--- config.mk ---
export PLATFORM = sky130hd
export DESIGN_NAME = immunit_pipe_flat
export DESIGN_NICKNAME = d
export VERILOG_FILES = /design/src/rtl/immunit_pipe_if.sv /design/src/rtl/immunit_pipe.sv /design/src/flat_wrapper.sv
export SDC_FILE = /design/constraint.sdc
export NUM_CORES = 1
export LEC_CHECK = 0
export ABC_AREA = 1
export CORE_UTILIZATION = 45
export CTS_CLUSTER_DIAMETER = 60
export DETAILED_ROUTE_END_ITERATION = 10
export HOLD_SLACK_MARGIN = 0.08
export PLACE_DENSITY_LB_ADDON = 0.25
export SYNTH_ARGS = -nofsm -noshare
export SYNTH_HDL_FRONTEND = slang
export SYNTH_SLANG_ARGS = --single-unit
--- constraint.sdc ---
create_clock -name clk -period 1.84 [get_ports clk]
set_input_delay 0.368 -clock clk [delete_from_list [all_inputs] [get_ports clk]]
set_output_delay 0.368 -clock clk [all_outputs]
set_load 0.005 [all_outputs]
--- src/rtl/immunit_pipe_if.sv ---
// Handshake bundle for the pipelined immediate unit.
// master drives requests and OutReady; slave is the unit itself.
interface immunit_pipe_if #(
  parameter int XLEN  = 32,
  parameter int TAG_W = 5
);
  logic             InValid;
  logic             InReady;
  logic [24:0]      ImmInput;
  logic [2:0]       ImmSrc;
  logic [TAG_W-1:0] InTag;
  logic             OutValid;
  logic             OutReady;
  logic [XLEN-1:0]  ImmExt;
  logic [TAG_W-1:0] OutTag;
  logic             IllegalSrc;

  modport master (
    output InValid, ImmInput, ImmSrc, InTag, OutReady,
    input  InReady, OutValid, ImmExt, OutTag, IllegalSrc
  );

  modport slave (
    input  InValid, ImmInput, ImmSrc, InTag, OutReady,
    output InReady, OutValid, ImmExt, OutTag, IllegalSrc
  );
endinterface

--- src/rtl/immunit_pipe.sv ---
// Pipelined immediate extender with 2-entry skid buffer,
// sideband tag and saturating illegal-select counter.
module immunit_pipe #(
  parameter int XLEN  = 32,
  parameter int TAG_W = 5,
  parameter int ERR_W = 8
) (
  input  logic             clk,
  input  logic             rst,
  immunit_pipe_if.slave    bus,
  output logic [ERR_W-1:0] ErrCnt
);

  logic [24:0]      i;
  logic [2:0]       src;
  logic [XLEN-1:0]  decImm;
  logic             decIll;
  logic             accept;
  logic             drain;

  logic             oValid;
  logic [XLEN-1:0]  oImm;
  logic [TAG_W-1:0] oTag;
  logic             oIll;
  logic             sValid;
  logic [XLEN-1:0]  sImm;
  logic [TAG_W-1:0] sTag;
  logic             sIll;

  function automatic logic [XLEN-1:0] sx(
    input logic [31:0] v
  );
    logic [XLEN-1:0] r;
    r       = {XLEN{v[31]}};
    r[31:0] = v;
    return r;
  endfunction

  function automatic logic [XLEN-1:0] zx(
    input logic [31:0] v
  );
    logic [XLEN-1:0] r;
    r       = '0;
    r[31:0] = v;
    return r;
  endfunction

  assign i   = bus.ImmInput;
  assign src = bus.ImmSrc;

  always_comb begin
    decImm = '0;
    decIll = 1'b0;
    unique case (1'b1)
      (src == 3'b000):
        decImm = sx({{20{i[24]}}, i[24:13]});
      (src == 3'b001):
        decImm = sx({{20{i[24]}}, i[24:18], i[4:0]});
      (src == 3'b101):
        decImm = sx({{19{i[24]}}, i[24], i[0],
                     i[23:18], i[4:1], 1'b0});
      (src == 3'b010):
        decImm = sx({i[24:5], 12'b0});
      (src == 3'b110):
        decImm = sx({{11{i[24]}}, i[24], i[12:5],
                     i[13], i[23:14], 1'b0});
      // bit 18 only belongs to the shift amount on RV64
      (src == 3'b011):
        decImm = zx({26'b0,
                     (XLEN == 64) ? i[18] : 1'b0,
                     i[17:13]});
      (src == 3'b100):
        decImm = zx({27'b0, i[12:8]});
      default:
        decIll = 1'b1;
    endcase
  end

  assign bus.InReady = !sValid && !rst;
  assign accept      = bus.InValid && bus.InReady;
  assign drain       = oValid && bus.OutReady;

  always_ff @(posedge clk) begin
    if (rst) begin
      oValid <= 1'b0;
      oImm   <= '0;
      oTag   <= '0;
      oIll   <= 1'b0;
      sValid <= 1'b0;
      sImm   <= '0;
      sTag   <= '0;
      sIll   <= 1'b0;
      ErrCnt <= '0;
    end else begin
      if (!oValid || drain) begin
        if (sValid) begin
          oValid <= 1'b1;
          oImm   <= sImm;
          oTag   <= sTag;
          oIll   <= sIll;
          sValid <= 1'b0;
        end else if (accept) begin
          oValid <= 1'b1;
          oImm   <= decImm;
          oTag   <= bus.InTag;
          oIll   <= decIll;
        end else begin
          oValid <= 1'b0;
        end
      end else if (accept) begin
        sValid <= 1'b1;
        sImm   <= decImm;
        sTag   <= bus.InTag;
        sIll   <= decIll;
      end
      if (accept && decIll &&
          (ErrCnt != {ERR_W{1'b1}}))
        ErrCnt <= ErrCnt + ERR_W'(1);
    end
  end

  assign bus.OutValid   = oValid;
  assign bus.ImmExt     = oImm;
  assign bus.OutTag     = oTag;
  assign bus.IllegalSrc = oIll;

endmodule

--- src/flat_wrapper.sv ---
// flat-port wrapper written by rule: the top's interface ports become plain ports
module immunit_pipe_flat 
#(
  parameter int XLEN  = 32,
  parameter int TAG_W = 5,
  parameter int ERR_W = 8
)
  (clk, rst, ErrCnt, bus_InValid, bus_ImmInput, bus_ImmSrc, bus_InTag, bus_OutReady, bus_InReady, bus_OutValid, bus_ImmExt, bus_OutTag, bus_IllegalSrc);
  immunit_pipe_if #(.XLEN(XLEN), .TAG_W(TAG_W)) bus_i ();
  input  logic clk;
  input  logic rst;
  output logic [ERR_W-1:0] ErrCnt;
  input wire logic [$bits(bus_i.InValid)-1:0] bus_InValid;
  input wire logic [$bits(bus_i.ImmInput)-1:0] bus_ImmInput;
  input wire logic [$bits(bus_i.ImmSrc)-1:0] bus_ImmSrc;
  input wire logic [$bits(bus_i.InTag)-1:0] bus_InTag;
  input wire logic [$bits(bus_i.OutReady)-1:0] bus_OutReady;
  output wire logic [$bits(bus_i.InReady)-1:0] bus_InReady;
  output wire logic [$bits(bus_i.OutValid)-1:0] bus_OutValid;
  output wire logic [$bits(bus_i.ImmExt)-1:0] bus_ImmExt;
  output wire logic [$bits(bus_i.OutTag)-1:0] bus_OutTag;
  output wire logic [$bits(bus_i.IllegalSrc)-1:0] bus_IllegalSrc;
  assign bus_i.InValid = bus_InValid;
  assign bus_i.ImmInput = bus_ImmInput;
  assign bus_i.ImmSrc = bus_ImmSrc;
  assign bus_i.InTag = bus_InTag;
  assign bus_i.OutReady = bus_OutReady;
  assign bus_InReady = bus_i.InReady;
  assign bus_OutValid = bus_i.OutValid;
  assign bus_ImmExt = bus_i.ImmExt;
  assign bus_OutTag = bus_i.OutTag;
  assign bus_IllegalSrc = bus_i.IllegalSrc;
  immunit_pipe #(.XLEN(XLEN), .TAG_W(TAG_W), .ERR_W(ERR_W)) u_core (.clk(clk), .rst(rst), .bus(bus_i), .ErrCnt(ErrCnt));
endmodule
**Word level (Yosys, flattened, before mapping)**

Cells that the tools add are included.

- Register bits after elaboration: 86
- Bits of input ports: 37
- Output and inout bits: 48
- Logic and storage cells: 43

- $add $sub $neg: 1
- Eq/ne operators: 7
- Muxes and demuxes: 10
- Bitwise operators: 1
- Reduce and logical (&&, ||, !) cells: 15

Operators by type and width:

| kind | number |
|---|---|
| $pmux 32 s7 | 1 |
| $mux 32 | 2 |
| $mux 5 | 2 |
| $eq 3x3->1 const B | 3 |
| $add 8x1->8 const B | 1 |
| $ne 8x8->1 const B | 1 |
| $reduce_or 7->1 | 1 |
| $eq 3x2->1 const B | 2 |
| $logic_and 1x1->1 | 5 |
| $mux 1 | 5 |
| $reduce_and 2->1 | 2 |
| $eq 3x1->1 const B | 1 |
| $logic_not 1->1 | 3 |
| $logic_not 3->1 | 1 |
| $reduce_bool 2->1 | 1 |
| $reduce_or 2->1 | 1 |
| $logic_or 1x1->1 | 1 |
| $not 1->1 | 1 |

**Longest topological paths before layout**

Gate-level depths: netlist of run 1.

- Depth after elaboration: 5
- Gate-level depth with buffers: 10
- Mapped depth without buffers: 10

**Least setup slack after synthesis of run 1**

OpenSTA, ideal clock, no wires.

- Kind: reg2reg
- Start: register u_core.ErrCnt[0]
- End: register u_core.ErrCnt[6]
- Setup time: 0.113 ns
- Arrival: 1.278 ns
- Required time: 1.727 ns
- Setup slack: 0.449 ns
- Stages on the path, launching flop included: 11
- Buffers on the path: 0
- Period minus slack after synthesis: 1.391 ns
- Path through: dfxtp_1 -> ha_1 -> nand2_1 -> nor2_1 -> nand2_1 -> nand2_4 -> clkinv_2 -> nand2_1 -> nand2_1 -> nand2_1 -> nor2_1

- Longest elaborated chain between the ends: 2
- Elaborated cells on any way between the ends: 3
- Classes of those cells: add/sub: 1; eq/ne: 1; reduce/logical: 1

Ends and longest elaborated chain:

| element | RTL line | source |
|---|---|---|
| start, declared | immunit_pipe.sv:11 | `output logic [ERR_W-1:0] ErrCnt` |
| start signal, assigned | immunit_pipe.sv:118 | `ErrCnt <= ErrCnt + ERR_W'(1);` |
| branches (longest 2 deep; another with $add 8x1->8) | -- |  |

Several ways; the timed one is not identified.
A chain may end at the register's enable or synchronous reset.

**Worst setup path in the final report of run 1**

- Start: register u_core.sValid
- End: output bus_InReady

- Longest elaborated chain between the ends: 2

Ends and longest elaborated chain:

| element | RTL line | source |
|---|---|---|
| start, declared | immunit_pipe.sv:25 | `logic sValid;` |
| start signal, assigned | immunit_pipe.sv:89 | `sValid <= 1'b0;` |
| start signal, assigned | immunit_pipe.sv:101 | `sValid <= 1'b0;` |
| start signal, assigned | immunit_pipe.sv:111 | `sValid <= 1'b1;` |
| $logic_not 1->1 | immunit_pipe.sv:79 | `assign bus.InReady = !sValid && !rst;` |
| $logic_and 1x1->1 | immunit_pipe.sv:79 |  |
| end, declared | flat_wrapper.sv:18 | `output wire logic [$bits(bus_i.InReady)-1:0] bus_InReady;` |

No other way between the ends.

==> flow_summary.yaml, run 1 <==
run_status:
  run_status: "finished, final reports clean"
setup_path:
  worst_path_max_delay_cell: "clkdlybuf4s50_1"
  required_ps: 1470
  worstSetupPathType: "flop to primary output"
  crit_family: "buffers and inverters"
  cp-start-kind: "flop"
  cp.arrival_ps: 1320
  cp_num_buf_inv: 1
  worstPathMaxFanout: 2
  max_stage_delay_ps: 510
  rrSetupSlack_ps: 310
  end_kind: "primary output"
  worstPathCellList: "nor2_4 -> clkdlybuf4s50_1"
finish:
  nets: 672
  antenna_cells: 0
  fillers: 803
  finish.instance_area_um2: 5254
  register_area_um2: 1723
  post_route_cells_drive_above_1_share_pct: 10.64
  syn_to_final_growth_pct: 28.10
  multi_input_area_um2: 1981
power_and_ir_drop:
  p_per_area_nw_per_um2: 734.0
  p_int_uw: 2822
  power_frac_comb_pct: 16.4
  switching_power_uw: 1034
  clkPwrFrac_pct: 32.3
  power.share.sequential_pct: 51.3
  leakage_uw: 0.002210
  p_sw_share_pct: 26.82
  total_power_uw: 3856
  vdd_drop_max_mv: 0.5030
floorplan:
  coreArea_um2: 8763
  dieArea_um2: 9500
  ioPinCount: 85
  initial_core_util_pct: 46.80
  rows: 34
  fp.dieW_um: 97.47
  fp.dieH_um: 97.47
drt:
  drt_iter0_drc: 354
  firstDrtPassIters: 5
  vias: 4132
  vias_per_cell: 5.531
  wl_um: 10900
  ant_nets: 0
  wl_per_cell_um: 14.59
  drc: 0
global_route:
  grt_use_total_pct: 23.47
  gr-total-overflow: 0
  antenna_found_initial: 0
  grt_pass1_wl_um: 18440
  grt_start_max_net_pins: 53
  grt_pass1_vias: 3834
timing:
  max_freq_ghz: 0.5931
  period_share_pct: 91.63
  report.final.hold_viol_count: 0
  finalClockSkew_ps: 8.989
  final.min_clock_period_ps: 1686
  setup_slack_ps: 154.0
  slew_headroom_pct: 70.10
  finalSetupViolations: 0
  drv_slew: 0
  holdWs_ps: 490.6
  rsz0062_at_grt: "no"
  tightest_slew_ps: 448.5
  setup_tns_ps: 0
cts:
  cts_tree: "done"
  htree_levels: 3
  cts.clk_slew.worst_paths_ps: 90
  cts-hold-fix-buffers: 0
  clock_path_buffers: 2
  cts_buffers: 9
  cts_root_buf: "clkbuf_8"
  clkSinkCount: 86
  clk_latency_ps: 350
place:
  gp_congestion: 0.8250
  place_area_um2: 5071
  post-place-ws_ps: -86.65
  place_hpwl_um: 7331
  portBuffers: 84
logic_synthesis:
  avgSynthCellArea_um2: 7.403
  synthesis.nets: 592
  netlist_area_um2: 4101
  yosysSeqAreaShare_pct: 41.98
  ys_warn_count: 0
  yosysUniqueCellTypes: 35
  synthCells: 554
  synth-seq-cells: 86
  async_flop_share_pct: 0
  synth_top_flop_cell: "dfxtp_1"
  synth-edff-count: 0
hold_path:
  hold_class: "flop to flop"
job:
  maxCapViolCount: 0
==> synthesized netlist by cell type (all sizes together) (12+ instances only) <==
| cell | n | share of area (%) |
|---|---|---|
| dfxtp | 86 | 42 |
| nand3 | 48 | 6.0 |
| inv | 22 | 2.2 |
| buf | 32 | 6.2 |
| o21ai | 77 | 9.4 |
| a31oi | 15 | 2.3 |
| nand4 | 12 | 1.8 |
| nor2 | 55 | 6.2 |
| a21oi | 79 | 10 |
| clkbuf | 12 | 1.2 |
| nand2 | 98 | 9.5 |
==> final timing paths <==
| path | startpoint | to | depth (start not counted) |
|---|---|---|---|
| max reg2reg | u_core.ErrCnt[0]$_SDFFE_PP0P_ | u_core.ErrCnt[6]$_SDFFE_PP0P_ | 10 |
| min reg2reg | u_core.sTag[1]$_SDFFE_PP0P_ | u_core.bus.OutTag[1]$_SDFFE_PP0P_ | 2 |
| max | u_core.sValid$_SDFFE_PP0P_ | bus_InReady | 2 |
| min | u_core.sTag[1]$_SDFFE_PP0P_ | u_core.bus.OutTag[1]$_SDFFE_PP0P_ | 2 |
==> cell type report <==
| cell class | instances | area share [%] |
|---|---|---|
| inverter | 24 | 1.881 |
| clock inverter | 5 | 0.6192 |
| timing repair buffer | 113 | 21.55 |
| tap | 108 | 2.572 |
| sequential | 86 | 32.79 |
| clock buffer | 11 | 2.882 |
| multi-input combinational | 400 | 37.70 |
==> through the flow <==
step           instances  util (%)
2_1_floorplan        554         -
3_3_place_gp         731     57.87
3_5_place_dp         731     57.87
4_1_cts              747     59.95
5_1_grt              747     59.95
6_report             747     59.95
==> power groups by stage <==
stage | Sequential (uW) | Combinational [uW] | Clock [uW]
after floorplan | 2020 | 315 | 0
after global placement | 2020 | 615 | 0
after detailed placement | 2020 | 627 | 0
after CTS | 1980 | 631 | 1270
after global routing | 1990 | 694 | 1360
final | 1980 | 631 | 1250
==> cell usage in the layout (no fill, tap or decap), types with 2 or more instances in the layout <==
cell type | synthesis | layout
nor3_1 | 2 | 2
nand2_1 | 93 | 93
a21o_1 | 4 | 4
nand3_1 | 47 | 47
o21bai_1 | 4 | 4
inv_4 | 3 | 3
o21ai_0 | 61 | 61
nand2_2 | 3 | 3
buf_4 | 5 | 23
a21oi_1 | 77 | 77
clkdlybuf4s50_1 | 0 | 83
nand2_4 | 2 | 2
a31oi_1 | 15 | 15
dfxtp_1 | 86 | 85
xor2_1 | 3 | 3
nor2_1 | 49 | 49
clkbuf_8 | 0 | 11
clkinv_2 | 1 | 4
buf_12 | 0 | 6
nand4_1 | 12 | 12
nor2_4 | 4 | 4
inv_2 | 3 | 3
inv_1 | 16 | 16
o21ai_1 | 16 | 16
==> tightest hold or removal path: stages (launching register included) <==
cell     delay (ps)
dfxtp_1         320
nand2_1          60
a31oi_1          70
==> cell families after synthesis <==
family                   Yosys count  synth area share (%)
adder cells (fa/ha/maj)            1                0.3050
AO/OA/AOI/OAI                    180                 23.34
XOR/XNOR                           3                0.6408
buffers and inverters             68                 9.731
AND/OR/NAND/NOR                  216                 24.01
flip-flops                        86                 41.98
==> metal layers <==
metal	global-route usage (%)	wire [um]	part of all wire [%]
met1	31.82	5042	46
met2	38.41	5271	48
met5	0	0	0
met3	3.669	478	4.4
met4	7.127	109	1.0
==> timing repair <==
| action | CTS | global route |
|---|---|---|
| setup buffers | 0 | 0 |
| setup endpoints to repair | 1 | 0 |
| resized for setup | 1 | 0 |
==> state kept, by name, indices dropped and copies added (netlist names) <==
name / cells
u_core.ErrCnt: 8
u_core.bus.IllegalSrc: 1
u_core.bus.ImmExt: 32
u_core.bus.OutTag: 5
u_core.bus.OutValid: 1
u_core.sIll: 1
u_core.sImm: 32
u_core.sTag: 5
u_core.sValid: 1
(Power assumes the default switching activity.)
==> inputs of run 2 (changes only) <==
ABC_AREA = not set   (was 1)
==> flow_summary.yaml, run 2 <==
logic_synthesis:
  synth-seq-cells: 86
  synthTopCellsByArea: "dfxtp_1, a21oi_1, a211oi_1"
  synth_simple_gate_area_share_pct: 24.94
  synthTopCellsByCount: "dfxtp_1, nand2_1, a21oi_1, nor2_1, a211oi_1"
  synth.most_common_cell: "dfxtp_1"
  synth_top_cell_area_share_pct: 41.80
  synth_top_family_by_area: "simple AND/OR/NAND/NOR gates"
  synth_xor_area_share_pct: 0.2126
  synth_fa_ha_area_share_pct: 0.3038
  netlist_area_um2: 4119
  synth-compound-area-share_pct: 24.09
  async_flop_share_pct: 0
  yosysSeqAreaShare_pct: 41.80
  avgSynthCellArea_um2: 8.321
  yosysUniqueCellTypes: 49
  ys_warn_count: 0
  synth_mux_area_share_pct: 3.341
  synthCells: 495
  synth_top_area_cell: "dfxtp_1"
  synth_top_flop_cell: "dfxtp_1"
  synth-edff-count: 0
  synthesis.nets: 533
global_route:
  grt_start_max_net_pins: 44
  grt_pass1_vias: 3778
  grt_use_total_pct: 23.48
  grt_pass1_wl_um: 18230
  antenna_found_initial: 0
  gr-total-overflow: 0
finish:
  layout_common_cells: "dfxtp_1, clkdlybuf4s50_1, nand2_1, a21oi_1, nor2_1"
  finish.instance_area_um2: 5527
  fillers: 783
  syn_to_final_growth_pct: 34.17
  mostFrequentLayoutCell: "dfxtp_1"
  post_route_cells_drive_above_1_share_pct: 12.86
  nets: 624
  antenna_cells: 0
floorplan:
  dieArea_um2: 9539
  initial_core_util_pct: 46.77
  fp.dieH_um: 97.67
  ioPinCount: 85
  coreArea_um2: 8806
  rows: 34
  fp.dieW_um: 97.67
setup_path:
  worstSetupPathType: "input pin to flop"
  cp-start-kind: "input pin"
  required_ps: 2090
  reg2reg_depth: 4
  end_kind: "flop"
  cp_num_buf_inv: 2
  worstPathMaxFanout: 21
  worst_path_max_delay_cell: "clkdlybuf4s50_1"
  cp_common_cell: "nand3_1"
  cp.arrival_ps: 2070
  worstPathCellList: "clkdlybuf4s50_1 -> buf_12 -> nand3_1 -> nor4_4 -> nand3_1 -> a221oi_1"
  path_depth: 6
  max_stage_delay_ps: 500
  crit_family: "simple AND/OR/NAND/NOR gates"
cts:
  cts_buffers: 9
  cts-hold-fix-buffers: 0
  htree_levels: 3
  cts_root_buf: "clkbuf_8"
  cts.repair.resized: 0
  cts_tree: "done"
  clock_path_buffers: 2
  clkSinkCount: 86
  cts.clk_slew.worst_paths_ps: 90
  cts_setup_buffers: 0
  clk_latency_ps: 350
place:
  place_hpwl_um: 7420
  gp_congestion: 0.8842
  portBuffers: 84
  place_area_um2: 5256
drt:
  ant_nets: 0
  drc: 10
  vias_per_cell: 5.707
  wl_per_cell_um: 15.31
  drt_iter0_drc: 178
  wl_um: 10710
  vias: 3989
  firstDrtPassIters: 8
timing:
  slew_headroom_pct: 70.16
  holdWs_ps: 452.5
  report.final.hold_viol_count: 0
  rsz0062_at_grt: "yes"
  max_freq_ghz: 0.5499
  drv_slew: 0
  period_share_pct: 98.83
  tightest_slew_ps: 445.9
  final.min_clock_period_ps: 1818
  finalSetupViolations: 0
  finalClockSkew_ps: 12.57
hold_path:
  hold_class: "input pin to flop"
  hold_depth: 4
run_status:
  violations: "design-rule violations"
  run_status: "complete, but fails checks"
power_and_ir_drop:
  leakage_uw: 0.001880
  total_power_uw: 4198
  vdd_drop_max_mv: 0.3937
  p_per_area_nw_per_um2: 759.6
job:
  maxCapViolCount: 0
run 2: cell types whose count changed after synthesis, moves of 15 or more:
cell / change
o21ai_0: -52
a211oi_1: +30
clkbuf_1: +16
nand2_1: -34
o21ai_1: -15
nand2b_1: +16
nand3b_1: +24
a21oi_1: -29
nand3_1: -26
run 2: metrics by stage:
step	setup WS [ps]	util, %	cells	setup TNS (ps)
after global routing	-97.66	62.76	699	-241.4
after detailed placement	-356.7	59.69	683	-15510
after CTS	17.83	62.45	699	0
final	21.60	62.76	699	0
after floorplan	169.3	-	495	0
after global placement	-314.8	59.69	683	-12770
run 2: power by group:
group	internal, uW	switching, uW
registers	1930	36.5
clock network	882	684
logic	353	316
total	3160	1040
run 2: kinds of logic after synthesis:
logic type	count (synthesis)
and+or+nand+nor	198
AOI/OAI and AO/OA	146
DFF	86
buffers and inverters	50
muxes	13
xor gates and xnor gates	1
adders and majority gates	1
run 2: layer usage:
| metal | vias to the layer above | routed length (um) | track usage, % |
|---|---|---|---|
| li1 | 1984 | - | - |
| met1 | 1906 | 4911 | 30.97 |
| met2 | 90 | 5185 | 38.63 |
| met3 | 9 | 517 | 4.173 |
| met4 | 0 | 90 | 7.925 |
| met5 | - | 0 | 0 |
run 2: worst paths after layout:
path,slack [ps],end,start
setup / recovery,20,u_core.ErrCnt[7]$_SDFFE_PP0P_,bus_ImmSrc[1]
hold / removal,450,u_core.sValid$_SDFFE_PP0P_,bus_InValid
setup reg to reg,160,u_core.bus.ImmExt[26]$_SDFFE_PP0P_,u_core.sValid$_SDFFE_PP0P_
hold reg to reg,450,u_core.sImm[17]$_SDFFE_PP0P_,u_core.sImm[17]$_SDFFE_PP0P_
run 2: final cells by class:
| cell class | count | area [um2] | share of cell area [%] |
|---|---|---|---|
| Timing Repair Buffer | 126 | 1207 | 21.85 |
| Sequential cell | 86 | 1723 | 31.17 |
| Clock buffer | 12 | 165.2 | 2.988 |
| Tap cell | 108 | 135.1 | 2.445 |
| Clock inverter | 4 | 77.57 | 1.404 |
| Inverter | 4 | 15.01 | 0.2717 |
| Multi-Input combinational cell | 359 | 2203 | 39.87 |
run 2: worst min-delay path, cell delays in order:
cell,delay [ps]
dlymetal6s2s_1,120
buf_4,130
nor2_1,40
nor3_1,110
==> inputs of run 3 (changes only) <==
clock period = 1.9 ns   (was 1.84 ns; I/O delays follow)
==> flow_summary.yaml, run 3 (synthesis results as in run 2) <==
run_status:
  run_status: "complete, but fails checks"
  violations: "design-rule violations"
drt:
  drt_iter0_drc: 197
  drc: 10
  vias_per_cell: 5.802
  wl_um: 10930
  ant_nets: 0
  firstDrtPassIters: 8
  vias: 4050
  wl_per_cell_um: 15.66
power_and_ir_drop:
  p_per_area_nw_per_um2: 675.2
  power.share.sequential_pct: 52.0
  clkPwrFrac_pct: 30.3
  vdd_drop_max_mv: 0.2963
  leakage_uw: 0.001808
  total_power_uw: 3655
  switching_power_uw: 979.6
  p_int_uw: 2676
  power_frac_comb_pct: 17.7
  p_sw_share_pct: 26.80
setup_path:
  r2r-end: "u_core.bus.ImmExt[26]$_SDFFE_PP0P_"
  max_stage_delay_ps: 600
  rrSetupSlack_ps: 210
  worst_path_max_delay_cell: "clkdlybuf4s50_1"
  worstPathCellList: "clkdlybuf4s50_1 -> nor2b_1 -> xnor2_1 -> buf_12 -> a221oi_1 -> o41ai_1"
  end_kind: "flop"
  timing.rr.start: "u_core.sValid$_SDFFE_PP0P_"
  required_ps: 2130
  cp.arrival_ps: 2070
  worstSetupPathType: "input pin to flop"
  cp-start-kind: "input pin"
  reg2reg_depth: 4
  worstPathMaxFanout: 19
floorplan:
  fp.dieW_um: 97.67
  dieArea_um2: 9539
  fp.dieH_um: 97.67
  ioPinCount: 85
  rows: 34
  initial_core_util_pct: 46.77
  coreArea_um2: 8806
timing:
  rsz0062_at_grt: "yes"
  period_share_pct: 96.49
  drv_slew: 0
  finalClockSkew_ps: 9.976
  finalSetupViolations: 0
  max_freq_ghz: 0.5455
  tightest_slew_ps: 569.2
  slew_headroom_pct: 62.05
  final.min_clock_period_ps: 1833
  report.final.hold_viol_count: 0
  setup_tns_ps: 0
cts:
  cts_root_buf: "clkbuf_8"
  cts.clk_slew.worst_paths_ps: 80
  htree_levels: 3
  cts.repair.resized: 0
  cts-hold-fix-buffers: 0
  clk_latency_ps: 350
  cts_setup_buffers: 0
  cts_buffers: 9
  cts_tree: "done"
  clock_path_buffers: 2
  clkSinkCount: 86
hold_path:
  hold_class: "flop to flop"
  hold_depth: 2
  hold_start: "u_core.sImm[18]$_SDFFE_PP0P_"
  hold_end: "u_core.sImm[18]$_SDFFE_PP0P_"
place:
  portBuffers: 84
  gp_congestion: 0.8793
  place_hpwl_um: 7535
global_route:
  grt_start_max_net_pins: 44
  grt_pass1_wl_um: 18190
  gr-total-overflow: 0
  antenna_found_initial: 0
  grt_use_total_pct: 23.32
  grt_pass1_vias: 3866
finish:
  final_util_pct: 61.48
  mostFrequentLayoutCell: "dfxtp_1"
  nets: 624
  antenna_cells: 0
  layout_common_cells: "dfxtp_1, clkdlybuf4s50_1, nand2_1, a21oi_1, nor2_1"
  post_route_cells_drive_above_1_share_pct: 11.53
  syn_to_final_growth_pct: 31.44
job:
  maxCapViolCount: 0
run 3: changes by cell type in the layout (fill, tap and decap cells not counted), sizes merged:
cell           previous run  this run
dlymetal6s2s              1         0
clkdlybuf4s50            82        83
bufinv                    2         0
clkinvlp                  0         3
clkinv                    2         0
run 3: power by group through the flow:
| stage | logic, uW | clock network (uW) | registers [uW] |
|---|---|---|---|
| 3_5_place_dp | 645 | 0 | 1940 |
| 2_1_floorplan | 311 | 0 | 1940 |
| 5_1_grt | 701 | 1200 | 1910 |
| 3_3_place_gp | 633 | 0 | 1940 |
| 4_1_cts | 648 | 1120 | 1900 |
| 6_report | 646 | 1110 | 1900 |
run 3: metal layers:
layer  routed length, um  part of all wire, %  global-route usage (%)
met1                5005                   46                   30.40
met2                5246                   48                   39.33
met3                 568                  5.2                   3.669
met4                 113                  1.0                   7.459
met5                   0                    0                       0
run 3: final cells by class:
type | instances | area (um2)
multi-input combinational | 359 | 2182
sequential | 86 | 1723
clock inverter | 3 | 22.52
inverter | 4 | 15.01
tap | 108 | 135.1
timing repair buffer | 126 | 1201
fill | 807 | 3392
clock buffer | 12 | 135.1
run 3: how the worst max path moves through the flow:
stage                                     startpoint                                 end  slack (ps)
after floorplan           u_core.sValid$_SDFFE_PP0P_       u_core.ErrCnt[4]$_SDFFE_PP0P_         230
after global placement                 bus_ImmSrc[2]  u_core.bus.ImmExt[23]$_SDFFE_PP0P_        -270
after detailed placement               bus_ImmSrc[1]       u_core.ErrCnt[4]$_SDFFE_PP0P_        -280
after CTS                              bus_ImmSrc[0]  u_core.bus.ImmExt[26]$_SDFFE_PP0P_          80
after global routing                   bus_ImmSrc[0]  u_core.bus.ImmExt[27]$_SDFFE_PP0P_         -30
final                                  bus_ImmSrc[0]  u_core.bus.ImmExt[26]$_SDFFE_PP0P_          70
run 3: critical path, delay by kind of cell:
kind	cells	cell delay [ps]
xor gates and xnor gates	1	320
and+or+nand+nor	1	120
AOI/OAI and AO/OA	2	440
buffers and inverters	2	800
run 3: metrics by stage:
step / std cells / cell area [um2] / hold WS (ps) / worst slack (ps)
finish: 698 / 5414 / 454.3 / 66.76
floorplan: 495 / 4119 / 431.2 / 229.3
detailed placement: 683 / 5256 / 444.4 / -276.3
global placement: 683 / 5256 / 436.9 / -267.2
global route: 698 / 5414 / 480.4 / -26.97
CTS: 698 / 5414 / 457.3 / 82.85
